## src/rtl/mem_arbiter.sv

```systemverilog
// Shares the single-port MU0 memory between the CPU and the debug/loader port.
// Round-robin arbitration, registered req/ack handshake, WAIT_CYCLES-long memRq strobe.
module mem_arbiter #(
  parameter int unsigned ADDR_W      = 16,
  parameter int unsigned DATA_W      = 16,
  parameter int unsigned WAIT_CYCLES = 1
) (
  input  logic              clk,
  input  logic              rst,
  input  logic              cpuReq,
  input  logic              cpuReadNotWrite,
  input  logic [ADDR_W-1:0] cpuAddr,
  input  logic [DATA_W-1:0] cpuDataIn,
  output logic              cpuAck,
  output logic [DATA_W-1:0] cpuDataOut,
  input  logic              dbgReq,
  input  logic              dbgReadNotWrite,
  input  logic [ADDR_W-1:0] dbgAddr,
  input  logic [DATA_W-1:0] dbgDataIn,
  output logic              dbgAck,
  output logic [DATA_W-1:0] dbgDataOut,
  output logic              memRq,
  output logic              readNotWrite,
  output logic [ADDR_W-1:0] addr,
  output logic [DATA_W-1:0] memDataWr,
  input  logic [DATA_W-1:0] memDataRd,
  output logic              busy,
  output logic              grantDbg
);

  localparam int unsigned CNT_W = (WAIT_CYCLES > 1) ? $clog2(WAIT_CYCLES) : 1;

  typedef enum logic [1:0] {IDLE, ACCESS, DONE} state_t;

  state_t           state;
  logic [CNT_W-1:0] cnt;
  logic             any_req_c;
  logic             pick_dbg_c;

  // Winner selection: a tie goes to whoever did not own the last transaction
  always_comb begin
    any_req_c  = cpuReq | dbgReq;
    pick_dbg_c = dbgReq & (~cpuReq | ~grantDbg);
  end

  always_ff @(posedge clk) begin
    if (rst) begin
      state        <= IDLE;
      cnt          <= '0;
      memRq        <= 1'b0;
      readNotWrite <= 1'b1;
      addr         <= '0;
      memDataWr    <= '0;
      cpuAck       <= 1'b0;
      dbgAck       <= 1'b0;
      cpuDataOut   <= '0;
      dbgDataOut   <= '0;
      busy         <= 1'b0;
      grantDbg     <= 1'b1;
    end else begin
      cpuAck <= 1'b0;
      dbgAck <= 1'b0;
      case (state)
        IDLE: begin
          if (any_req_c) begin
            grantDbg     <= pick_dbg_c;
            readNotWrite <= pick_dbg_c ? dbgReadNotWrite : cpuReadNotWrite;
            addr         <= pick_dbg_c ? dbgAddr : cpuAddr;
            memDataWr    <= pick_dbg_c ? dbgDataIn : cpuDataIn;
            cnt          <= CNT_W'(WAIT_CYCLES - 1);
            memRq        <= 1'b1;
            busy         <= 1'b1;
            state        <= ACCESS;
          end
        end
        ACCESS: begin
          if (cnt == '0) begin
            if (readNotWrite) begin
              if (grantDbg) dbgDataOut <= memDataRd;
              else          cpuDataOut <= memDataRd;
            end
            memRq        <= 1'b0;
            readNotWrite <= 1'b1;
            cpuAck       <= ~grantDbg;
            dbgAck       <= grantDbg;
            state        <= DONE;
          end else begin
            cnt <= cnt - CNT_W'(1);
          end
        end
        DONE: begin
          busy  <= 1'b0;
          state <= IDLE;
        end
        default: begin
          memRq        <= 1'b0;
          readNotWrite <= 1'b1;
          busy         <= 1'b0;
          state        <= IDLE;
        end
      endcase
    end
  end

endmodule

```

## config.mk

```make
export PLATFORM = sky130hd
export DESIGN_NAME = mem_arbiter
export DESIGN_NICKNAME = d
export VERILOG_FILES = /design/src/rtl/mem_arbiter.sv
export SDC_FILE = /design/constraint.sdc
export NUM_CORES = 1
export LEC_CHECK = 0
export ABC_AREA = 1
export BUFFER_PORTS_ARGS = -buffer_cell sky130_fd_sc_hd__buf_4
export CORE_MARGIN = 4
export CORE_UTILIZATION = 43
export CTS_CLUSTER_SIZE = 40
export DETAILED_ROUTE_END_ITERATION = 8
export PLACE_DENSITY_LB_ADDON = 0.25
export SKIP_CTS_REPAIR_TIMING = 1
export SLEW_MARGIN = 20
export SYNTH_ARGS = -nofsm -noshare
export SYNTH_HDL_FRONTEND = slang
export SYNTH_SLANG_ARGS = --single-unit
```

## constraint.sdc

```tcl
create_clock -name clk -period 1.1 [get_ports clk]
set_input_delay 0 -clock clk [delete_from_list [all_inputs] [get_ports clk]]
set_output_delay 0 -clock clk [all_outputs]
set_load 0.01 [all_outputs]
```

==> results_dict.tcl <==
set metrics [dict create \
    slowest_stage "dfxtp_2" \
    hold_slack_ps -40.2 \
    grt_overflow 0 \
    final_common_cell "buf_4" \
    drt_pass1_iterations 4 \
    violations "hold timing, setup timing" \
    setup_ws_ps -160 \
    drt-initial-drc-count 110 \
    startpoint_type "flop" \
    die_h_um 97.5 \
    path_common_cell "nand2_1" \
    yosysSeqAreaShare_pct 41.9 \
    final_cells 845 \
    dpl.cell_count 789 \
    power_density_mw_per_mm2 1370 \
    synth_cell_types 18 \
    ys_ff_latch 72 \
    die-area_mm2 0.00950 \
    worst_clock_skew_ps 8.51 \
    seq_power_share_pct 38.5 \
    first_global_vias 3498 \
    cts_num_sinks 72 \
    crit_buf_inv 4 \
    switchingPower_mw 2.27 \
    drive_above_1_share_pct 33.5 \
    p_leak_nw 3.10 \
    worst_pin_slew_ps 259 \
    wirelength_um 11400 \
    drt.antenna.violating_nets 0 \
    synth_cells 547 \
    ios 156 \
    final_cell_mix "buf_4 (167), nand2_1 (159), nor2_1 (93), inv_1 (68), dfxtp_1 (68)" \
    area_growth_pct 67.2 \
    cp.required_ps 1370 \
    io_buffer_count 155 \
    fmax_mhz 794 \
    fin_crit_sh_pct 115 \
    run_status "complete, but fails checks" \
    slowest_delay_ps 330 \
    fillCellCount 606 \
    switching_share_pct 28.8 \
    drc 0 \
    grtUsageTotal_pct 19.4 \
    p_clk_share_pct 32.3 \
    syn_nets 633 \
    root_buffer "clkbuf_8" \
    period_needed_ps 1260 \
    ir_worst_vdd_uv 871 \
    final-hold-violation-count 1 \
    diodes 0 \
    cts_buffer_depth 2 \
    htree_num_levels 3 \
    combPwrFrac_pct 29.2 \
    yosysWarningCount 0 \
    antenna_found_initial 0 \
    crit_path_cell_trace "inv_2 -> buf_4 -> nand4_1 -> buf_6 -> clkbuf_16 -> nand2_1 -> nand2_1 -> nor2_1" \
    grt_max_degree 38 \
    cts.clk_slew.worst_paths_ps 80 \
    placeableCoreArea_mm2 0.00777 \
    clock_latency_ps 330 \
    crit_family "buffers and inverters" \
    p_int_mw 5.60 \
    cts_tree "built" \
    drv_slew 0 \
    start_util_pct 44.3 \
    critPathArrivalTime_ps 1530 \
    die_width_um 97.5 \
    relSlewSlack_pct 82.7 \
    layout.nets 824 \
    grt_pass1_wl_um 15600 \
    synth_area_mm2 0.00344 \
    place.gp.congestion 0.814 \
    cp-end-kind "flop" \
    hold_class "in -> reg" \
    drv_cap 0 \
    setup_viol 51 \
    rsz0062_at_grt "true" \
    wl_per_cell_um 13.5 \
    num_vias 3963 \
    numCtsBuffers 9 \
    num_rows 32 \
    crit_fanout 8 \
    dp_hpwl_um 7040 \
    routed_via_density 4.69 \
    syn_area_per_cell_um2 6.29 \
    criticalPathCategory "reg -> reg" \
]
power groups by stage:
stage / logic, mW / registers [mW] / clock network [mW]
3_5_place_dp: 1.91 / 3.08 / 0
3_3_place_gp: 1.88 / 3.07 / 0
2_1_floorplan: 0.877 / 3.18 / 0
5_1_grt: 2.53 / 3.06 / 2.70
4_1_cts: 1.92 / 3.02 / 2.59
6_report: 2.30 / 3.03 / 2.54
state kept, by name, indices dropped and copies added (netlist names):
name / count
dbgAck: 1
cpuDataOut: 16
memDataWr: 16
addr: 16
busy: 1
state: 2
readNotWrite: 1
memRq: 1
dbgDataOut: 16
grantDbg: 1
cpuAck: 1
through the flow:
step / util (%) / setup TNS, ps / area (um2) / power, mW / worst slack (ps)
after floorplan: - / -757 / 3460 / 4.06 / -28.7
after global placement: 62.1 / -0.383 / 4830 / 4.95 / -0.383
after detailed placement: 62.1 / -919 / 4830 / 4.99 / -52.5
after CTS: 65.3 / -1260 / 5070 / 7.53 / -68.4
after global routing: 74.0 / -9280 / 5750 / 8.29 / -222
final: 74.0 / -5120 / 5750 / 7.87 / -160
worst reg2reg max path: cells and delay by family, from the launching register on:
kind,cells,cell delay [ps]
flops,1,330
simple gates,4,350
buf+inv,4,530
synthesized netlist by cell type:
library cell,n,share of area (%)
nand3_1,49,7.1
buf_4,2,0.44
dfxtp_1,72,42
nor2_2,2,0.36
clkinv_1,1,0.11
a21oi_1,1,0.15
buf_1,5,0.55
a21boi_0,2,0.44
o211ai_1,1,0.22
inv_2,1,0.11
nand2_2,1,0.18
nand2_1,170,19
nor2_1,109,12
clkbuf_1,9,0.98
inv_1,71,7.7
a21boi_1,17,3.7
nand4_1,17,3.1
buf_2,17,2.5
layout make-up:
cell class / count / area [um2] / share of cell area, %
Timing Repair Buffer: 213 / 1890 / 32.9
Tap cell: 102 / 128 / 2.22
Clock inverter: 5 / 104 / 1.81
Sequential cell: 72 / 1450 / 25.2
Multi-Input combinational cell: 369 / 1760 / 30.6
Clock buffer: 11 / 141 / 2.46
Inverter: 73 / 277 / 4.81
per-layer routing:
layer,vias to the layer above,wire length [um],GRT usage [%]
li1,2035,-,-
met2,142,5910,33.6
met3,29,774,5.46
met4,0,324,6.50
met5,-,0,0
met1,1757,4380,22.9
final timing paths:
check / from / endpoint / slack, ps / depth (start not counted)
hold / removal: cpuAddr[5] / addr[5] / -40 / 5
setup reg to reg: state[1] / dbgDataOut[0] / -160 / 8
hold reg to reg: busy / busy / 480 / 2
setup / recovery: state[1] / dbgDataOut[0] / -160 / 8
cells by family after synthesis:
| family | count (synthesis) | share of synthesized area, % |
|---|---|---|
| DFF | 72 | 41.9 |
| and+or+nand+nor | 348 | 41.2 |
| AOI/OAI and AO/OA | 21 | 4.51 |
| buffers and inverters | 106 | 12.4 |
(Power assumes the default switching activity.)
